File: src/rtl/tx_pcs_pkg.sv
// Shared TX PCS constants: 64b/66b sync headers, IDLE/ERROR block images and
// the gearbox sequence width.
package tx_pcs_pkg;

    localparam int unsigned SEQ_W = 6;

    localparam logic [1:0]  HDR_DATA = 2'b10;
    localparam logic [1:0]  HDR_CTRL = 2'b01;
    localparam logic [7:0]  BT_IDLE  = 8'h1E;

    localparam logic [65:0] IDLE_BLK = {56'h0, BT_IDLE, HDR_CTRL};
    localparam logic [65:0] ERR_BLK  = {56'h3C78F1E3C78F1E, BT_IDLE, HDR_CTRL};

    function automatic logic hdr_legal(input logic [1:0] hdr);
        return (hdr == HDR_DATA) || (hdr == HDR_CTRL);
    endfunction

endpackage

File: src/rtl/tx_gearbox_sched_if.sv
// Encoder-to-scrambler bus of tx_gearbox_sched: upstream block handshake,
// issued block to the scrambler, sequence and event pulses.
interface tx_gearbox_sched_if;
    import tx_pcs_pkg::*;

    logic [65:0]      up_data_i;
    logic             up_valid_i;
    logic             up_ready_o;
    logic [65:0]      blk_o;
    logic             blk_vld_o;
    logic [SEQ_W-1:0] txseq_o;
    logic             hdr_err_o;
    logic             idle_ins_o;

    modport master (
        output up_data_i, up_valid_i,
        input  up_ready_o, blk_o, blk_vld_o, txseq_o, hdr_err_o, idle_ins_o
    );

    modport slave (
        input  up_data_i, up_valid_i,
        output up_ready_o, blk_o, blk_vld_o, txseq_o, hdr_err_o, idle_ins_o
    );

endinterface

File: src/rtl/tx_seq_cnt.sv
// Free-running gearbox sequence counter (0..SEQ_MAX, wraps) with pause-slot
// decode; shared with the RX gearbox slip logic.
module tx_seq_cnt
    import tx_pcs_pkg::*;
#(
    parameter int unsigned SEQ_MAX   = 32,
    parameter int unsigned PAUSE_SEQ = 32
) (
    input  logic             clk_i,
    input  logic             rst_n_i,
    output logic [SEQ_W-1:0] slot_o,
    output logic             pause_o
);

    logic [SEQ_W-1:0] slot_r;

    always_ff @(posedge clk_i or negedge rst_n_i) begin
        if (!rst_n_i) begin
            slot_r <= '0;
        end else if (slot_r == SEQ_W'(SEQ_MAX)) begin
            slot_r <= '0;
        end else begin
            slot_r <= slot_r + 1'b1;
        end
    end

    assign slot_o  = slot_r;
    assign pause_o = (slot_r == SEQ_W'(PAUSE_SEQ));

endmodule

File: src/rtl/tx_gearbox_sched.sv
// TX slot scheduler between 64b/66b encoder and scrambler: grants one block per
// non-pause slot, inserts IDLE/ERROR blocks. Optional stats: TX_SCHED_STATS_EN.
module tx_gearbox_sched
    import tx_pcs_pkg::*;
#(
    parameter int unsigned SEQ_MAX   = 32,
    parameter int unsigned PAUSE_SEQ = 32,
    parameter int unsigned START_DLY = 16
) (
    input  logic        clk_i,
    input  logic        rst_n_i,
    input  logic        en_i,
`ifdef TX_SCHED_STATS_EN
    input  logic        stats_clr_i,
    output logic [31:0] idle_cnt_o,
    output logic [15:0] hdr_err_cnt_o,
`endif
    tx_gearbox_sched_if.slave up
);

    localparam int unsigned DLY_W = (START_DLY < 2) ? 1 : $clog2(START_DLY + 1);

    logic [DLY_W-1:0] dly_r;
    logic [SEQ_W-1:0] slot;
    logic             pause;
    logic             go;
    logic             grant;
    logic             hdr_ok;

    logic [65:0]      blk_r;
    logic             vld_r;
    logic [SEQ_W-1:0] txseq_r;
    logic             hdr_err_r;
    logic             idle_ins_r;

    tx_seq_cnt #(
        .SEQ_MAX   (SEQ_MAX),
        .PAUSE_SEQ (PAUSE_SEQ)
    ) u_seq_cnt (
        .clk_i   (clk_i),
        .rst_n_i (rst_n_i),
        .slot_o  (slot),
        .pause_o (pause)
    );

    // Start-up hold-off; the sequence counter keeps running underneath it.
    always_ff @(posedge clk_i or negedge rst_n_i) begin
        if (!rst_n_i) begin
            dly_r <= DLY_W'(START_DLY);
        end else if (dly_r != '0) begin
            dly_r <= dly_r - 1'b1;
        end
    end

    always_comb begin
        go     = (dly_r == '0) && en_i;
        grant  = go && !pause;
        hdr_ok = hdr_legal(up.up_data_i[1:0]);
    end

    always_ff @(posedge clk_i or negedge rst_n_i) begin
        if (!rst_n_i) begin
            blk_r      <= '0;
            vld_r      <= 1'b0;
            txseq_r    <= '0;
            hdr_err_r  <= 1'b0;
            idle_ins_r <= 1'b0;
        end else begin
            txseq_r    <= slot;
            vld_r      <= grant;
            hdr_err_r  <= grant && up.up_valid_i && !hdr_ok;
            idle_ins_r <= grant && !up.up_valid_i;
            if (grant) begin
                if (!up.up_valid_i) begin
                    blk_r <= IDLE_BLK;
                end else if (hdr_ok) begin
                    blk_r <= up.up_data_i;
                end else begin
                    blk_r <= ERR_BLK;
                end
            end
        end
    end

    assign up.up_ready_o = grant;
    assign up.blk_o      = blk_r;
    assign up.blk_vld_o  = vld_r;
    assign up.txseq_o    = txseq_r;
    assign up.hdr_err_o  = hdr_err_r;
    assign up.idle_ins_o = idle_ins_r;

`ifdef TX_SCHED_STATS_EN
    logic [31:0] idle_cnt_r;
    logic [15:0] hdr_err_cnt_r;

    // Counts the registered pulses; clear takes priority over a same-cycle event.
    always_ff @(posedge clk_i or negedge rst_n_i) begin
        if (!rst_n_i) begin
            idle_cnt_r    <= '0;
            hdr_err_cnt_r <= '0;
        end else if (stats_clr_i) begin
            idle_cnt_r    <= '0;
            hdr_err_cnt_r <= '0;
        end else begin
            if (idle_ins_r && (idle_cnt_r != '1)) begin
                idle_cnt_r <= idle_cnt_r + 1'b1;
            end
            if (hdr_err_r && (hdr_err_cnt_r != '1)) begin
                hdr_err_cnt_r <= hdr_err_cnt_r + 1'b1;
            end
        end
    end

    assign idle_cnt_o    = idle_cnt_r;
    assign hdr_err_cnt_o = hdr_err_cnt_r;
`endif

endmodule

File: src/flat_wrapper.sv
// flat-port wrapper written by rule: the top's interface ports become plain ports
module tx_gearbox_sched_flat import tx_pcs_pkg::*;
#(
    parameter int unsigned SEQ_MAX   = 32,
    parameter int unsigned PAUSE_SEQ = 32,
    parameter int unsigned START_DLY = 16
)
  (clk_i, rst_n_i, en_i, up_up_data_i, up_up_valid_i, up_up_ready_o, up_blk_o, up_blk_vld_o, up_txseq_o, up_hdr_err_o, up_idle_ins_o);
  tx_gearbox_sched_if up_i ();
  input  logic clk_i;
  input  logic rst_n_i;
  input  logic en_i;
  input wire logic [$bits(up_i.up_data_i)-1:0] up_up_data_i;
  input wire logic [$bits(up_i.up_valid_i)-1:0] up_up_valid_i;
  output wire logic [$bits(up_i.up_ready_o)-1:0] up_up_ready_o;
  output wire logic [$bits(up_i.blk_o)-1:0] up_blk_o;
  output wire logic [$bits(up_i.blk_vld_o)-1:0] up_blk_vld_o;
  output wire logic [$bits(up_i.txseq_o)-1:0] up_txseq_o;
  output wire logic [$bits(up_i.hdr_err_o)-1:0] up_hdr_err_o;
  output wire logic [$bits(up_i.idle_ins_o)-1:0] up_idle_ins_o;
  assign up_i.up_data_i = up_up_data_i;
  assign up_i.up_valid_i = up_up_valid_i;
  assign up_up_ready_o = up_i.up_ready_o;
  assign up_blk_o = up_i.blk_o;
  assign up_blk_vld_o = up_i.blk_vld_o;
  assign up_txseq_o = up_i.txseq_o;
  assign up_hdr_err_o = up_i.hdr_err_o;
  assign up_idle_ins_o = up_i.idle_ins_o;
  tx_gearbox_sched #(.SEQ_MAX(SEQ_MAX), .PAUSE_SEQ(PAUSE_SEQ), .START_DLY(START_DLY)) u_core (.clk_i(clk_i), .rst_n_i(rst_n_i), .en_i(en_i), .up(up_i));
endmodule
File: config.mk
export PLATFORM = sky130hd
export DESIGN_NAME = tx_gearbox_sched_flat
export DESIGN_NICKNAME = d
export VERILOG_FILES = /design/src/rtl/tx_pcs_pkg.sv /design/src/rtl/tx_gearbox_sched_if.sv /design/src/rtl/tx_seq_cnt.sv /design/src/rtl/tx_gearbox_sched.sv /design/src/flat_wrapper.sv
export SDC_FILE = /design/constraint.sdc
export NUM_CORES = 1
export LEC_CHECK = 0
export ABC_AREA = 1
export CORE_MARGIN = 4
export CORE_UTILIZATION = 28
export CTS_CLUSTER_DIAMETER = 30
export CTS_CLUSTER_SIZE = 40
export DETAILED_ROUTE_END_ITERATION = 16
export SLEW_MARGIN = 15
export SYNTH_ARGS = -nofsm -noshare
export SYNTH_HDL_FRONTEND = slang
export SYNTH_SLANG_ARGS = --single-unit
File: constraint.sdc
create_clock -name clk_i -period 2 [get_ports clk_i]
set_input_delay 0.4 -clock clk_i [delete_from_list [all_inputs] [get_ports clk_i]]
set_output_delay 0.4 -clock clk_i [all_outputs]
set_load 0.005 [all_outputs]
==> results of run 1 <==
-- kinds of logic after synthesis --
| kind of cell | share of synthesized area [%] |
|---|---|
| xor+xnor | 0.5836 |
| flops | 47.82 |
| compound gates | 11.67 |
| simple gates | 24.15 |
| fa+ha+maj | 1.111 |
| buf+inv | 14.67 |
-- worst min-delay path by stage --
| stage | slack, ps | start | to |
|---|---|---|---|
| after detailed placement | 260 | rst_n_i | u_core.up.blk_o[1] |
| after CTS | 440 | u_core.u_seq_cnt.slot_o[1] | u_core.up.txseq_o[1] |
| after global routing | 450 | u_core.u_seq_cnt.slot_o[5] | u_core.up.txseq_o[5] |
| after global placement | 260 | rst_n_i | u_core.up.blk_o[1] |
| after floorplan | 100 | rst_n_i | u_core.dly_r[0] |
| final | 430 | u_core.u_seq_cnt.slot_o[1] | u_core.up.txseq_o[1] |
-- final cells by class --
| cell class | instances | area (um2) |
|---|---|---|
| fill | 1639 | 9280 |
| sequential | 86 | 2153 |
| timing repair buffer | 168 | 1707 |
| multi-input combinational | 334 | 1694 |
| inverter | 115 | 431.7 |
| tap | 216 | 270.3 |
| clock buffer | 10 | 229.0 |
| clock inverter | 6 | 62.56 |
-- flip-flops by register name (all words and copies together), names as in the netlist --
register                 cells
u_core.up.blk_o             66
u_core.up.idle_ins_o         1
u_core.up.blk_vld_o          1
u_core.u_seq_cnt.slot_o      6
u_core.up.hdr_err_o          1
u_core.up.txseq_o            6
u_core.dly_r                 5
-- power by group through the flow --
stage | sequential [mW] | clock (mW) | combinational, mW
after floorplan | 1.96 | 0 | 0.332
after global placement | 1.95 | 0 | 0.874
after detailed placement | 1.95 | 0 | 0.877
after CTS | 1.92 | 1.72 | 0.881
after global routing | 1.94 | 1.81 | 0.958
final | 1.92 | 1.67 | 0.863
-- layout by cell type, fill, tap and decap left out, types with 4 or more instances in the layout --
cell,synthesis,layout
clkbuf_16,0,9
nand2_1,72,72
nor2_1,102,102
dfrtp_1,85,85
a21oi_1,4,4
clkdlybuf4s50_1,0,143
nand3_1,70,70
ha_1,4,4
inv_1,111,111
o21bai_1,66,66
inv_2,4,4
buf_4,5,16
buf_12,0,7
-- critical path, cell delays in order, from the launching register on --
cell,delay (ps)
dfrtp_1,380
inv_1,80
ha_1,170
nand4_1,170
nor2_2,200
clkbuf_2,140
-- Yosys cell counts (5+ instances only) --
library cell / n / area share, %
inv_1: 111 / 9.3
nor2_1: 102 / 8.5
dfrtp_1: 85 / 47
nand2_1: 72 / 6.0
nand3_1: 70 / 7.8
o21bai_1: 66 / 11
clkbuf_1: 16 / 1.3
buf_6: 8 / 2.0
buf_2: 6 / 0.67
buf_4: 5 / 0.83
-- per-layer routing --
metal,vias to the layer above,GRT usage [%],share of wire [%]
met3,13,3.689,6.4
met2,106,22.01,44
met4,0,4.808,1.7
li1,2007,-,-
met5,-,0,0
met1,1764,18.82,48
-- metrics by stage --
step | utilization [%] | setup WS, ps | std cells | area (um2) | setup TNS [ps]
2_1_floorplan | - | 418.2 | 573 | 4503 | 0
3_3_place_gp | 39.49 | -225.2 | 918 | 6251 | -508.3
3_5_place_dp | 39.49 | -228.9 | 918 | 6251 | -1137
4_1_cts | 41.40 | 18.08 | 935 | 6553 | 0
5_1_grt | 41.37 | 5.898 | 935 | 6548 | 0
6_report | 41.37 | 128.8 | 935 | 6548 | 0
-- timing repair --
item / 4_1_cts / 5_1_grt
hold buffers: 1 / 0
hold endpoints to repair: 10 / 0
pin swaps: 2 / 1
resized for setup: 2 / 1
setup endpoints to repair: 1 / 1
==> results.toml, run 1 <==
[global_routing]
global_route.overflow_total = 0
grt_pass1_vias = 3736
grt_usage_pct = 14.02
grt_pass1_wl_um = 20020
grt_antenna_before_repair = 0
grt_max_degree = 70

[clock_tree]
clkSinkCount = 86
clockBufferDepth = 2
numCtsBuffers = 9
clk_latency_ps = 340
htree_levels = 3
cts_tree = "done"
clk_pin_slew_ps = 70
clockRootBuffer = "clkbuf_16"
cts_setup_buffers = 0

[pwr]
p_sw_share_pct = 25.20
clkPwrFrac_pct = 37.5
ir_worst_vdd_v = 0.0004626
intPower_mw = 3.329
p_per_area_nw_per_um2 = 679.8
comb_power_share_pct = 19.4
seqPwrFrac_pct = 43.2
power_switching_mw = 1.122
power_leakage_nw = 3.466
total_power_mw = 4.451

[timing]
rsz0062_at_grt = "false"
max_clock_freq_mhz = 534.4
slew_viol_final = 0
min_period_ps = 1871
final.period_utilization_pct = 93.56
setup_viol = 0
finClkSkew_ps = 7.268
relSlewSlack_pct = 76.61
hold_viol_final = 0
holdWs_ps = 430.8
worst_pin_slew_ps = 350.9

[synth]
synth-async-reset-ratio_pct = 100.0
netlist_area_um2 = 4503
yosysWarnings = 0
ys_types = 24
ys_seq_area_share_pct = 47.82
synthCells = 573
synth-main-ff-cell = "dfrtp_1"
syn_nets = 647
synth_edf_count = 0
avgSynthCellArea_um2 = 7.859
ys_ff_latch = 86

[die]
core_um2 = 15830
io_pins = 146
die-area_um2 = 18180
die-height_um = 134.8
rows = 46
die_w_um = 134.8
start_util_pct = 28.45

[detailed_routing]
post_drt_wl_per_cell_um = 13.64
viasPerCell = 4.160
drtIter0Drc = 210
drc = 0
vias = 3890
drt-pass1-iter-count = 6
wl_um = 12760
antenna_left = 0

[setup_path]
worstPathMaxFanout = 2
critPathKind = "flip-flop to primary output"
r2r_slack_ps = 180
rr_endpoint = "u_core.up.blk_o[5]"
cp-end-kind = "primary output"
required_ps = 1600
endpoint = "up_up_ready_o"
crit_start = "u_core.dly_r[0]"
reg2reg_depth = 9
arrival_ps = 1470
worstReg2RegStart = "u_core.u_seq_cnt.slot_o[1]"
startpoint_type = "flip-flop"

[placement]
dp_hpwl_um = 8310
port-buffer-count = 145
gp_congestion = 0.7647

[job]
max_cap_viol_count = 0

[outcome]
status = "finished clean"

[finish]
layout-drive-gt1-share_pct = 7.093
fin_nets = 788
synthToLayoutAreaGrowth_pct = 45.40
n_antenna_cell = 0

[worst_hold_path]
hold_path.class = "flip-flop to flip-flop"
whs_path_depth = 0
Power figures use the tool's default switching activity.
==> inputs of run 2 (changes only) <==
--- a/config.mk
+++ b/config.mk
@@ -11,6 +11,7 @@
 export CTS_CLUSTER_DIAMETER = 30
 export CTS_CLUSTER_SIZE = 40
 export DETAILED_ROUTE_END_ITERATION = 16
+export SKIP_CTS_REPAIR_TIMING = 1
 export SLEW_MARGIN = 15
 export SYNTH_ARGS = -nofsm -noshare
 export SYNTH_HDL_FRONTEND = slang
==> run 2 against run 1 <==
- combinational power about the same
- largest power group unchanged
- highest routed layer unchanged
- critical endpoint unchanged
- hold slack about the same
- worst setup slack worse by 42 ps
- critical path depth did not move
- critical path type unchanged
- sequential share of layout area is essentially flat
==> results.toml, run 2 (synthesis results as in run 1) <==
[outcome]
status = "finished clean"

[placement]
dp_hpwl_um = 8310
port-buffer-count = 145
gp_congestion = 0.7647
dp_cells = 918

[clock_tree]
clk_pin_slew_ps = 70
clk_latency_ps = 340
cts_tree = "done"
clockBufferDepth = 2
clockRootBuffer = "clkbuf_16"
htree_levels = 3
clkSinkCount = 86
numCtsBuffers = 9

[detailed_routing]
route.met3.wl_um = 882
vias = 3892
route.met2.wl_um = 5650
drc = 0
post_drt_wl_per_cell_um = 13.60
viasPerCell = 4.163
antenna_left = 0
drtIter0Drc = 220
top_layer = "met4"
wl_um = 12710
wl_met1_um = 5966
drt-pass1-iter-count = 4

[timing]
slew_viol_final = 0
hold_viol_final = 0
max_clock_freq_mhz = 522.8
relSlewSlack_pct = 76.77
finClkSkew_ps = 6.718
worst_pin_slew_ps = 348.5
final.period_utilization_pct = 95.64
min_period_ps = 1913
setup_viol = 0

[die]
die-height_um = 134.8
io_pins = 146
rows = 46
start_util_pct = 28.45
die-area_um2 = 18180
core_um2 = 15830
die_w_um = 134.8

[global_routing]
global_route.overflow_total = 0
grt_pass1_vias = 3733
grt_usage_pct = 14.02
grt_antenna_before_repair = 0
grt_pass1_wl_um = 20020
grt_max_degree = 70

[finish]
synthToLayoutAreaGrowth_pct = 45.57
n_antenna_cell = 0
multi_input_area_um2 = 1694
fin_util_pct = 41.42
seq_area_um2 = 2153
n_fill_cell = 1635
stdcell_count = 935
final_common_cell = "clkdlybuf4s50_1"
fin_nets = 788
layout-drive-gt1-share_pct = 6.954
largest_register_ffs = 66
layout.cells.most_common_list = "clkdlybuf4s50_1 (143), inv_1 (111), nor2_1 (102), dfrtp_1 (85), nand2_1 (72)"

[setup_path]
startpoint_type = "flip-flop"
cp-end-kind = "primary output"
required_ps = 1600
worstPathMaxFanout = 2
critPathKind = "flip-flop to primary output"
arrival_ps = 1510

[pwr]
ir_worst_vdd_v = 0.0004626
power_leakage_nw = 3.474
p_per_area_nw_per_um2 = 679.1

[worst_hold_path]
hold_path.class = "flip-flop to flip-flop"

[job]
max_cap_viol_count = 0
[run 2: cell count changes in the layout (fill, tap and decap cells not counted)]
cell / change
clkbuf_2: -1
dlymetal6s2s_1: +1
[run 2: area by class of cell]
cell class	instances	area share (%)
clock buffer	10	3.493
multi-input combinational	334	25.84
timing repair buffer	168	26.15
tap	216	4.123
sequential	86	32.85
inverter	115	6.585
clock inverter	6	0.9544
[run 2: where the power goes]
| group | switching, mW | internal (mW) | leakage (nW) | total [mW] |
|---|---|---|---|---|
| clock | 0.701 | 0.967 | 0.146 | 1.67 |
| sequential | 0.0625 | 1.86 | 1.10 | 1.92 |
| combinational | 0.358 | 0.505 | 2.23 | 0.863 |
| total | 1.12 | 3.33 | 3.47 | 4.45 |
[run 2: per-layer routing]
metal,vias to the layer above,track usage [%]
li1,2007,-
met1,1754,18.82
met3,13,3.689
met2,118,22.01
met4,0,4.808
met5,-,0
[run 2: path summary, 6_finish.rpt]
kind / start / cells past startpoint / slack (ps) / to
max in group asynchronous: rst_n_i / 3 / 930 / u_core.dly_r[4]
worst max register to register: u_core.u_seq_cnt.slot_o[1] / 9 / 190 / u_core.up.blk_o[5]
min in group asynchronous: rst_n_i / 2 / 460 / u_core.up.blk_o[2]
worst max-delay path: u_core.dly_r[0] / 5 / 90 / up_up_ready_o
worst min-delay path: u_core.u_seq_cnt.slot_o[1] / 0 / 430 / u_core.up.txseq_o[1]
worst min register to register: u_core.u_seq_cnt.slot_o[1] / 0 / 430 / u_core.up.txseq_o[1]
[run 2: worst max-delay path, stage by stage (launching register included)]
cell	delay (ps)
dfrtp_1	380
inv_1	80
ha_1	170
nand4_1	170
nor2_2	220
dlymetal6s2s_1	160
[run 2: metrics by stage]
step / hold slack, ps / area [um2] / TNS (ps) / power [mW] / setup WS, ps
5_1_grt: 450.4 / 6555 / -3.038 / 4.703 / -3.038
6_report: 430.6 / 6555 / 0 / 4.452 / 87.28
2_1_floorplan: 104.4 / 4503 / 0 / 2.293 / 418.2
4_1_cts: -111.5 / 6543 / -270.7 / 4.526 / -270.7
3_5_place_dp: 257.3 / 6251 / -1137 / 2.828 / -228.9
3_3_place_gp: 259.3 / 6251 / -508.3 / 2.826 / -225.2
==> inputs of run 3 (changes only) <==
--- a/config.mk
+++ b/config.mk
@@ -7,11 +7,13 @@
 export LEC_CHECK = 0
 export ABC_AREA = 1
 export CORE_MARGIN = 4
-export CORE_UTILIZATION = 28
+export CORE_UTILIZATION = 47
 export CTS_CLUSTER_DIAMETER = 30
 export CTS_CLUSTER_SIZE = 40
 export DETAILED_ROUTE_END_ITERATION = 16
+export PLACE_DENSITY = 0.81
 export SKIP_CTS_REPAIR_TIMING = 1
+export SKIP_LAST_GASP = 1
 export SLEW_MARGIN = 15
 export SYNTH_ARGS = -nofsm -noshare
 export SYNTH_HDL_FRONTEND = slang
==> run 3 against run 2 <==
- critical path type unchanged
- combinational power fell by 2%
- non-clock buffer count fell by 3
- total power fell by 6.1%
- highest routed layer unchanged
==> results.toml, run 3 (synthesis results as in run 1) <==
[finish]
layout.cells.most_common_list = "clkdlybuf4s50_1 (143), inv_1 (109), nor2_1 (102), dfrtp_1 (85), nand2_1 (72)"
final_common_cell = "clkdlybuf4s50_1"
synthToLayoutAreaGrowth_pct = 41.21
fin_area_um2 = 6359
fin_util_pct = 68.49
n_fill_cell = 772
n_antenna_cell = 0
fin_nets = 785
largest_register_ffs = 66
layout-drive-gt1-share_pct = 7.123

[setup_path]
cp.buffers_inverters = 2
critPathKind = "flip-flop to primary output"
cp_top_family = "flip-flops"
cpMaxStageDelayCell = "dfrtp_1"
worstPathMaxFanout = 5
arrival_ps = 1450
path_cells = "inv_2 > ha_4 > nand4_1 > nor2_2 > dlymetal6s2s_1"
required_ps = 1600
cp-end-kind = "primary output"
startpoint_type = "flip-flop"
max_stage_delay_ps = 400

[timing]
relSlewSlack_pct = 51.04
slew_viol_final = 0
rsz0062_at_grt = "false"
hold_viol_final = 0
finClkSkew_ps = 15.72
worst_pin_slew_ps = 734.3
min_period_ps = 1846
setup_viol = 0
final.period_utilization_pct = 92.28
max_clock_freq_mhz = 541.9
setup_tns_ps = 0
holdWs_ps = 413.2

[job]
max_cap_viol_count = 0

[die]
start_util_pct = 48.50
die-area_um2 = 11210
io_pins = 146
rows = 35
die-height_um = 105.9
die_w_um = 105.9
core_um2 = 9284

[pwr]
power_switching_mw = 1.108
comb_power_share_pct = 20.2
total_power_mw = 4.180
power_leakage_nw = 3.425
clkPwrFrac_pct = 33.7
intPower_mw = 3.072
ir_worst_vdd_v = 0.0004027
p_per_area_nw_per_um2 = 657.4
seqPwrFrac_pct = 46.1
p_sw_share_pct = 26.51

[placement]
gp_congestion = 0.8260
port-buffer-count = 145
postPlaceCellArea_um2 = 6100
dp_hpwl_um = 7915

[clock_tree]
numCtsBuffers = 9
clockBufferDepth = 2
cts_tree = "done"
htree_levels = 3
clk_pin_slew_ps = 90
clockRootBuffer = "clkbuf_8"
clk_latency_ps = 360
clkSinkCount = 86

[detailed_routing]
antenna_left = 0
post_drt_wl_per_cell_um = 13.93
viasPerCell = 4.847
wl_um = 11770
vias = 4096
drt-pass1-iter-count = 4
drc = 0
drtIter0Drc = 182

[global_routing]
grt_max_degree = 69
grt_pass1_vias = 4052
grt_usage_pct = 21.32
grt_pass1_wl_um = 19450
grt_antenna_before_repair = 0
global_route.overflow_total = 0

[outcome]
status = "finished clean"

[worst_hold_path]
hold_path.class = "input port to asynchronous set/reset pin"
-- run 3: power by group through the flow --
stage / registers [mW] / clock network (mW) / logic (mW)
6_report: 1.93 / 1.41 / 0.845
3_3_place_gp: 1.95 / 0 / 0.833
3_5_place_dp: 1.96 / 0 / 0.850
4_1_cts: 1.93 / 1.43 / 0.856
5_1_grt: 1.94 / 1.51 / 0.934
2_1_floorplan: 1.96 / 0 / 0.332
-- run 3: through the flow --
stage / worst slack [ps] / cells
detailed placement: -137.7 / 827
finish: 154.5 / 845
CTS: -361.9 / 843
global route: 63.38 / 845
floorplan: 418.2 / 573
global placement: -121.1 / 827
-- run 3: path summary, 6_finish.rpt --
kind                                             from              endpoint  slack (ps)  cells after the start
setup / recovery                      u_core.dly_r[0]         up_up_ready_o         150                      5
hold / removal                                rst_n_i   u_core.up.blk_o[38]         410                      2
min in group clk_i         u_core.u_seq_cnt.slot_o[5]  u_core.up.txseq_o[5]         440                      0
max in group asynchronous                     rst_n_i       u_core.dly_r[4]        1020                      3
setup reg to reg           u_core.u_seq_cnt.slot_o[1]   u_core.up.blk_o[33]         220                      9
hold reg to reg            u_core.u_seq_cnt.slot_o[5]  u_core.up.txseq_o[5]         440                      0
-- run 3: cell type report --
class                   instances  area [um2]  share of cell area [%]
clock buffers                   9       123.9                   1.948
clock inverters                 7       102.6                   1.614
inverters                     115       431.7                   6.789
multi-input cells             334        1707                   26.84
flip-flops and latches         86        2153                   33.86
well taps                     129       161.4                   2.538
repair buffers                165        1679                   26.41
-- run 3: routing by layer --
| metal | GRT usage [%] | wire, um | vias up |
|---|---|---|---|
| met5 | 0 | 0 | - |
| met4 | 8.141 | 265 | 0 |
| met3 | 3.674 | 768 | 25 |
| met2 | 35.38 | 5721 | 148 |
| met1 | 27.90 | 5013 | 1920 |
| li1 | - | - | 2003 |
-- run 3: worst register-to-register path, cell delays in order (launching register included) --
cell,delay [ps]
dfrtp_1,410
inv_1,60
ha_1,170
nand3_1,120
nor2_4,50
buf_4,140
inv_2,300
buf_12,260
nand3_1,120
nand2_1,90
